[config.mk]
export PLATFORM = sky130hd
export DESIGN_NAME = cordic_seq
export DESIGN_NICKNAME = d
export VERILOG_FILES = /design/src/rtl/cordic_seq.sv
export SDC_FILE = /design/constraint.sdc
export NUM_CORES = 1
export LEC_CHECK = 0
export ABC_AREA = 1
export CAP_MARGIN = 20
export CORE_ASPECT_RATIO = 1.75
export CORE_UTILIZATION = 38
export DETAILED_ROUTE_END_ITERATION = 6
export GPL_TIMING_DRIVEN = 0
export PLACE_DENSITY_LB_ADDON = 0.15
export SETUP_SLACK_MARGIN = 0.4
export SLEW_MARGIN = 15
export SYNTH_ARGS = -nofsm -noshare
export SYNTH_HDL_FRONTEND = slang
export SYNTH_SLANG_ARGS = --single-unit
[constraint.sdc]
create_clock -name clock -period 1.9 [get_ports clock]
set_input_delay 0.475 -clock clock [delete_from_list [all_inputs] [get_ports clock]]
set_output_delay 0.475 -clock clock [all_outputs]
set_load 0.01 [all_outputs]
[src/rtl/cordic_seq.sv]
`default_nettype none
// ============================================================================
// Module      : cordic_seq
// Description : Steps a 16-iteration CORDIC rotator through one operation per
//               request and hands the final sin/cos back over valid/ready.
// Revision    : 1.0 - initial release
// ============================================================================
module cordic_seq #(
    parameter int WIDTH = 16,
    parameter int ITERS = 16,
    parameter int AW    = 4
) (
    input  logic             clock,
    input  logic             reset,
    input  logic             start,
    input  logic [WIDTH-1:0] angle_in,
    output logic             in_ready,
    input  logic             abort,
    input  logic [WIDTH-1:0] cordic_sin,
    input  logic [WIDTH-1:0] cordic_cos,
    output logic [WIDTH-1:0] cordic_endangle,
    output logic [AW-1:0]    cordic_addr,
    output logic             cordic_load,
    output logic             busy,
    output logic             out_valid,
    input  logic             out_ready,
    output logic [WIDTH-1:0] sin_out,
    output logic [WIDTH-1:0] cos_out
);

    typedef enum logic [2:0] {
        S_IDLE = 3'd0,
        S_LOAD = 3'd1,
        S_ITER = 3'd2,
        S_WAIT = 3'd3,
        S_DONE = 3'd4
    } state_t;

    localparam logic [AW-1:0] C_LAST_ADDR = AW'(ITERS - 1);
    localparam logic [AW-1:0] C_ADDR_ONE  = AW'(1);

    state_t           state_q,    state_d;
    logic [WIDTH-1:0] endangle_q, endangle_d;
    logic [AW-1:0]    addr_q,     addr_d;
    logic             load_q,     load_d;
    logic             valid_q,    valid_d;
    logic [WIDTH-1:0] sin_q,      sin_d;
    logic [WIDTH-1:0] cos_q,      cos_d;

    always_comb begin
        state_d    = state_q;
        endangle_d = endangle_q;
        addr_d     = addr_q;
        load_d     = 1'b0;
        valid_d    = valid_q;
        sin_d      = sin_q;
        cos_d      = cos_q;

        case (state_q)
            S_IDLE: begin
                addr_d = '0;
                if (start) begin
                    endangle_d = angle_in;
                    load_d     = 1'b1;
                    state_d    = S_LOAD;
                end
            end
            S_LOAD: begin
                if (abort) begin
                    addr_d  = '0;
                    state_d = S_IDLE;
                end else begin
                    addr_d  = C_ADDR_ONE;
                    state_d = S_ITER;
                end
            end
            S_ITER: begin
                if (abort) begin
                    addr_d  = '0;
                    state_d = S_IDLE;
                end else if (addr_q == C_LAST_ADDR) begin
                    state_d = S_WAIT;
                end else begin
                    addr_d = addr_q + C_ADDR_ONE;
                end
            end
            S_WAIT: begin
                // Abort takes priority over the capture on this edge.
                if (abort) begin
                    addr_d  = '0;
                    state_d = S_IDLE;
                end else begin
                    sin_d   = cordic_sin;
                    cos_d   = cordic_cos;
                    valid_d = 1'b1;
                    addr_d  = '0;
                    state_d = S_DONE;
                end
            end
            S_DONE: begin
                if (out_ready) begin
                    valid_d = 1'b0;
                    state_d = S_IDLE;
                end
            end
            default: begin
                addr_d  = '0;
                valid_d = 1'b0;
                state_d = S_IDLE;
            end
        endcase
    end

    always_ff @(posedge clock or posedge reset) begin
        if (reset) begin
            state_q    <= S_IDLE;
            endangle_q <= '0;
            addr_q     <= '0;
            load_q     <= 1'b0;
            valid_q    <= 1'b0;
            sin_q      <= '0;
            cos_q      <= '0;
        end else begin
            state_q    <= state_d;
            endangle_q <= endangle_d;
            addr_q     <= addr_d;
            load_q     <= load_d;
            valid_q    <= valid_d;
            sin_q      <= sin_d;
            cos_q      <= cos_d;
        end
    end

    assign in_ready        = (state_q == S_IDLE);
    assign busy            = (state_q == S_LOAD) || (state_q == S_ITER) || (state_q == S_WAIT);
    assign cordic_endangle = endangle_q;
    assign cordic_addr     = addr_q;
    assign cordic_load     = load_q;
    assign out_valid       = valid_q;
    assign sin_out         = sin_q;
    assign cos_out         = cos_q;

endmodule
`default_nettype wire

* Yosys cells after proc, flatten, opt, wreduce, memory -nomap -nowiden *
Cells that the tools add are included.
W data, S select, Z words.

word-level totals
  output and inout port bits = 56
  flip-flop bits (word level) = 57
  input bits = 53
  word-level logic and storage cells = 46

operators by class
  add/subtract/negate cells = 1
  bitwise gates (word level) = 3
  multiplexer cells = 16
  equality and inequality tests = 10
  reduce and logical (&&, ||, !) cells = 9

operator list
  cell                   count
  $mux W3                5
  $pmux W3 S5            1
  $pmux W4 S3            1
  $mux W4                2
  $eq A3 B2 Y1 const B   2
  $ne A2 B2 Y1 const B   3
  $ne A3 B3 Y1 const B   2
  $reduce_and A2 Y1      3
  $reduce_and A3 Y1      2
  $mux W1                5
  $add A4 B1 Y4 const B  1
  $eq A4 B4 Y1 const B   1
  $eq A3 B1 Y1 const B   1
  $eq A3 B3 Y1 const B   1
  $logic_not A3 Y1       1
  $not A1 Y1             3
  $pmux W1 S3            1
  $reduce_or A3 Y1       1
  $logic_or A1 B1 Y1     2
  $mux W2                1

* Depth between registers and ports, before layout *
Gate-level depths: netlist of the first run.

  word-level depth = 4
  mapped depth = 8
  gate-level depth less buffers = 7

* Least setup slack after synthesis of the first run *
OpenSTA, ideal clock, no wires.

  kind = flip-flop to flip-flop
  start = register state_q[0]
  end = register endangle_q[0] (netlist: cordic_endangle[0])
  cell stages (with the launch flop) = 6
  buffers on the path = 1
  setup slack = 668 ps
  arrival = 1116 ps
  library setup time = 116 ps
  data required time = 1784 ps
  cell sequence = dfrtp_1 > nor3_4 > nand2_4 > buf_2 > nand2_1 > nand2_1

between the ends
  word-level cells in the longest chain between the ends = 2

RTL lines
  element                      line  text
  start: declaration           42    state_t state_q, state_d;
  start signal: assignment     124   state_q <= state_d;
  $logic_not A3 Y1             n/a
  named net in_ready           17    output logic in_ready,
  $reduce_and A2 Y1 (no line)  n/a
  end signal: assignment       125   endangle_q <= endangle_d;
  end: declaration             43    logic [WIDTH-1:0] endangle_q, endangle_d;

The timed path passes the listed nets, and every way through them passes these cells.
A chain may end at the register's enable or synchronous reset.

* Worst setup path in the final report of the first run *
  start = register state_q[1]
  end = output port in_ready

between the ends
  word-level cells in the longest chain between the ends = 1

RTL lines
  element           line  text
  $logic_not A3 Y1  134   assign in_ready = (state_q == S_IDLE);
  end: declaration  17

Every way passes these cells.

==> impl_metrics.yaml, run 1 <==
floorplanning:
  rows: 38
  die_h_um: 108.4
  core_um2: 6228
  design.die.area_um2: 6808
  die_x_um: 62.81
  start_util_pct: 39.47
  io_pins: 109
setup_path:
  crit_arrival_ns: 1.16
  end_kind: "output pin"
  worst-setup-path-type: "register to output pin"
  cp_max_fo: 3
  r2r_start: "cordic_addr[0]$_DFFE_PP0P_"
  cp_data_required_time_ns: 1.42
  setup.worst_path.start: "state_q[1]$_DFFE_PP0P_"
  worst_setup_path_start_kind: "register"
clocking:
  htree_levels: 3
  cts_buffers: 9
  ctsLongestPathBuffers: 2
  tritoncts: "done"
  clockRootBuffer: "clkbuf_8"
  cts_sinks: 57
  clkTransAtPathRegs_ns: 0.06
  clk_latency_ns: 0.34
  hold_buffers: 0
global_routing:
  grt_pass1_vias: 2222
  overflow: 0
  antenna_found_initial: 0
  grt_pass1_wl_mm: 10.05
  grt_max_degree: 25
  grt_usage_pct: 19.49
final_layout:
  drive_gt1_share_pct: 13.94
  final_common_cell: "nand2_1"
  final_cell_mix: "nand2_1, dfrtp_1, clkdlybuf4s50_1"
  nets: 467
  n_antenna_cell: 0
  area_growth_pct: 59.59
  finish.cell_count_without_fillers: 496
detailed_routing:
  vias_per_cell: 4.546
  num_vias: 2255
  wire_per_inst_um: 12.24
  drc: 0
  drtIter0Drc: 130
  wirelength_mm: 6.069
  first_pass_iters: 4
  ant_nets: 0
sta:
  rsz0062_at_grt: "true"
  fin_crit_ns: 1.638
  period_share_pct: 86.20
  max_slew_margin_pct: 71.53
  slew_viol_final: 0
  worst_hold_slack_ns: 0.4613
  worst_pin_slew_ns: 0.4261
  tns_ns: 0
  fmax_mhz: 610.6
  setup_viol: 0
  finalHoldViolCount: 0
  fin_skew_ns: 0.005521
power_and_ir_drop:
  power.density_nw_per_um2: 1446
  power_leakage_uw: 0.002053
  ir_worst_vdd_v: 0.0006870
synth:
  synth_seq_cells: 57
  synthDistinctLibCells: 22
  synth_top_cell_area_share_pct: 58.02
  async_flop_share_pct: 100.0
  synth_nets: 335
  syn_area_per_cell_um2: 8.749
  synth_area_um2: 2459
  yosys_warnings: 0
  syn_inst: 281
  ys_seq_area_share_pct: 58.02
  ys_top_cells_by_area: "dfrtp_1, nand2_1, nand3_1, buf_6, nor2_1"
  synth-edff-count: 0
  yosys.area.top_type: "dfrtp_1"
  synth-main-ff-cell: "dfrtp_1"
hold_path:
  hold_class: "register to register"
  min_from: "sin_out[15]$_DFFE_PP0P_"
placed_design:
  dp.cells: 471
  port-buffer-count: 108
  hpwl_mm: 4.403
  gp_congestion: 0.8102
flow_run:
  maxCapViolations: 0
status:
  outcome: "finished, final reports clean"
-- layout make-up --
cell class | instances | area (um^2)
Fill cell | 565 | 2305
Tap cell | 80 | 100.1
Clock buffer | 14 | 162.7
Multi-Input combinational cell | 200 | 897.1
Timing Repair Buffer | 121 | 1181
Sequential cell | 57 | 1429
Inverter | 12 | 51.30
Buffer | 12 | 102.6
-- where the power goes --
part           internal (uW)  switching, uW
Combinational           1260           1360
Clock                    531            433
Sequential              1790            303
-- logic make-up after synthesis --
logic type / count (synthesis) / synth area share (%)
AND/OR/NAND/NOR: 197 / 34.96
flip-flops: 57 / 58.02
buffers and inverters: 24 / 6.107
AO/OA/AOI/OAI: 2 / 0.4071
adder cells (fa/ha/maj): 1 / 0.5088
-- metrics by stage --
stage / total power [uW] / setup WS (ns) / utilization [%] / area [um^2]
3_3_place_gp: 4882 / 0.01394 / 58.50 / 3643
2_1_floorplan: 3420 / 0.6675 / - / 2462
4_1_cts: 5647 / 0.2212 / 62.21 / 3875
6_report: 5672 / 0.2622 / 63.00 / 3924
5_1_grt: 6125 / 0.2155 / 63.00 / 3924
3_5_place_dp: 4943 / 0.07176 / 59.38 / 3699
-- synth_stat cells (2+ instances only) --
master,number
buf_2,4
a21oi_1,2
inv_2,2
dfrtp_1,57
nand2_4,2
buf_4,3
nor2_1,11
nand4_1,2
buf_6,4
nand3_1,42
nand2_1,133
inv_1,9
-- critical path: stages, from the launching register on --
cell	delay, ns
dfrtp_2	0.44
buf_6	0.13
nor3_4	0.10
buf_2	0.15
-- sequential cells by signal, indices dropped and copies added, names as in the netlist --
name	cells
cordic_endangle	16
cos_out	16
sin_out	16
cordic_addr	4
state_q	3
cordic_load	1
out_valid	1
-- worst paths after layout --
kind	endpoint	slack, ns	depth (start not counted)
worst min register to register	sin_out[15]$_DFFE_PP0P_	0.46	2
worst min-delay path	sin_out[15]$_DFFE_PP0P_	0.46	2
worst max register to register	cordic_addr[1]$_DFFE_PP0P_	0.53	6
min in group asynchronous	cos_out[4]$_DFFE_PP0P_	0.50	2
max in group asynchronous	cos_out[6]$_DFFE_PP0P_	0.97	3
worst max-delay path	in_ready	0.26	3
-- per-layer routing --
| layer | part of all wire (%) | track usage [%] | up-vias |
|---|---|---|---|
| li1 | - | - | 1143 |
| met1 | 40 | 21.79 | 1019 |
| met3 | 5.7 | 5.063 | 14 |
| met4 | 3.2 | 13.79 | 0 |
| met2 | 51 | 32.07 | 79 |
| met5 | 0 | 0 | - |
-- what timing repair did --
action / CTS / global route
setup endpoints to repair: 56 / 67
pin swaps: 2 / 1
gates resized for setup: 71 / 37
buffers inserted: 10 / 1
No activity file was read; power rests on OpenSTA's default activity.
==> run 2: changes to the inputs <==
- CORE_UTILIZATION: 38 -> 40
- REMOVE_ABC_BUFFERS: default -> 1
- clock period: 1.9 -> 1.8 ns (I/O delays scaled with it)
==> run 2 against run 1 <==
Via count grew 10%. Setup slack got worse by 0.11 ns. Critical path type unchanged. First-iteration DRC count increased by 43%. Largest cell class unchanged. Cell area increased by 1.7%. Sequential power is 7% higher. Largest power group unchanged. Routed wire length grew 25%. Clock-buffer cell count fell by 2. Combinational power rose by 26%. Global-route usage up 3.9 points. Flip-flop and latch count unchanged. Die area down 4.9%.
==> impl_metrics.yaml, run 2 (synthesis gave the netlist of run 1 again) <==
status:
  outcome: "finished, final reports clean"
clocking:
  clk_latency_ns: 0.34
  tritoncts: "done"
  hold_buffers: 0
  cts_buffers: 9
  ctsLongestPathBuffers: 2
  clockRootBuffer: "clkbuf_8"
  cts_sinks: 57
  clkTransAtPathRegs_ns: 0.07
  htree_levels: 3
sta:
  fmax_mhz: 605.3
  finalHoldViolCount: 0
  max_slew_margin_pct: 53.54
  period_share_pct: 91.78
  fin_crit_ns: 1.652
  setup_viol: 0
  worst_pin_slew_ns: 0.6969
  rsz0062_at_grt: "true"
  fin_skew_ns: 0.01050
  slew_viol_final: 0
final_layout:
  n_antenna_cell: 0
  area_growth_pct: 62.34
  nets: 474
  final_common_cell: "nand2_1"
  finish.cell_count_without_fillers: 502
  final_util_pct: 67.36
  drive_gt1_share_pct: 36.08
  final_cell_mix: "nand2_1, buf_2, dfrtp_1"
hold_path:
  hold_class: "register to register"
  hold_path_end: "cos_out[13]$_DFFE_PP0P_"
  hold_depth: 2
  min_from: "cos_out[13]$_DFFE_PP0P_"
detailed_routing:
  ant_nets: 0
  wirelength_mm: 7.608
  drc: 0
  drtIter0Drc: 186
  first_pass_iters: 4
  num_vias: 2490
  vias_per_cell: 4.960
  wire_per_inst_um: 15.16
power_and_ir_drop:
  power_leakage_uw: 0.002135
  ir_worst_vdd_v: 0.0008893
  power.density_nw_per_um2: 1687
setup_path:
  crit_arrival_ns: 1.20
  cp_cell_sequence: "buf_6 > nor3_4 > buf_2"
  cp_data_required_time_ns: 1.35
  cp_slowest_cell: "dfrtp_2"
  r2r_cells: 10
  rr_endpoint: "cordic_endangle[14]$_DFFE_PP0P_"
  ff2ff_setup_slack_ns: 0.24
  r2r_start: "state_q[1]$_DFFE_PP0P_"
  cp_max_fo: 3
  end_kind: "output pin"
  max_stage_delay_ns: 0.44
  worst-setup-path-type: "register to output pin"
  worst_setup_path_start_kind: "register"
global_routing:
  antenna_found_initial: 0
  grt_max_degree: 58
  grt_usage_pct: 23.37
  overflow: 0
  grt_pass1_vias: 2370
  grt_pass1_wl_mm: 10.92
placed_design:
  hpwl_mm: 4.183
  gp_congestion: 0.8221
  port-buffer-count: 108
  dp.cells: 455
floorplanning:
  rows: 37
  start_util_pct: 41.49
  design.die.area_um2: 6476
  io_pins: 109
  die_h_um: 105.7
  core_um2: 5926
  die_x_um: 61.27
flow_run:
  maxCapViolations: 0
run 2: cell types whose count changed in the layout (fill, tap and decap cells not counted), moves of 4 or more:
cell,before,now
nand3_1,42,38
nand3_2,0,4
nand2_2,2,21
buf_2,6,56
dlygate4sd2_1,19,1
nand2_1,132,104
clkdlybuf4s15_1,33,0
nand2_4,2,11
run 2: worst max path at each step:
stage	from	to	slack, ns	cells after the start
6_report	state_q[1]$_DFFE_PP0P_	in_ready	0.15	3
5_1_grt	state_q[1]$_DFFE_PP0P_	in_ready	0.09	3
4_1_cts	state_q[1]$_DFFE_PP0P_	in_ready	0.13	3
3_5_place_dp	abort	sin_out[4]$_DFFE_PP0P_	-0.71	5
3_3_place_gp	reset	cos_out[7]$_DFFE_PP0P_	-1.11	2
2_1_floorplan	reset	cordic_addr[0]$_DFFE_PP0P_	-0.05	1
run 2: what timing repair did:
action | 4_1_cts | 5_1_grt
gates cloned | 1 | 6
setup buffers | 14 | 11
resized for setup | 227 | 67
endpoints found under the setup margin | 94 | 63
pin swaps | 4 | 20
run 2: per-layer routing:
metal | GRT usage (%) | up-vias | share of wire, %
met3 | 8.834 | 26 | 5.3
met4 | 12.50 | 0 | 3.5
met5 | 0 | - | 0
met1 | 25.87 | 1204 | 36
li1 | - | 1163 | -
met2 | 37.27 | 97 | 56
run 2: power by group:
group,internal [uW],switching [uW],total [uW]
logic,1440,1860,3300
clock network,703,504,1210
registers,1880,344,2230
run 2: stage by stage:
stage                     cell area [um^2]  power [uW]  TNS [ns]  worst slack [ns]  hold slack (ns)
after floorplan                       2356        3491    -2.829          -0.04964           0.5086
after global placement                3535        5064    -86.99            -1.114           0.4524
after detailed placement              3537        5136    -23.48           -0.7059           0.4576
after CTS                             3626        6051         0            0.1320           0.4689
after global routing                  3991        7189         0           0.09022           0.4914
final                                 3991        6734         0            0.1479           0.4628
run 2: final cells by class:
type	instances	area, um^2
Multi-Input combinational cell	204	1092
Timing Repair inverter	2	27.53
Clock inverter	3	40.04
Timing Repair Buffer	134	1084
Clock buffer	12	155.1
Sequential cell	57	1430
Fill cell	528	1934
Tap cell	78	97.59
Inverter	12	65.06
run 2: critical path, delay by kind of cell (launching register included):
kind | cells | cell delay, ns
DFF | 1 | 0.44
and+or+nand+nor | 1 | 0.12
buffers and inverters | 2 | 0.29
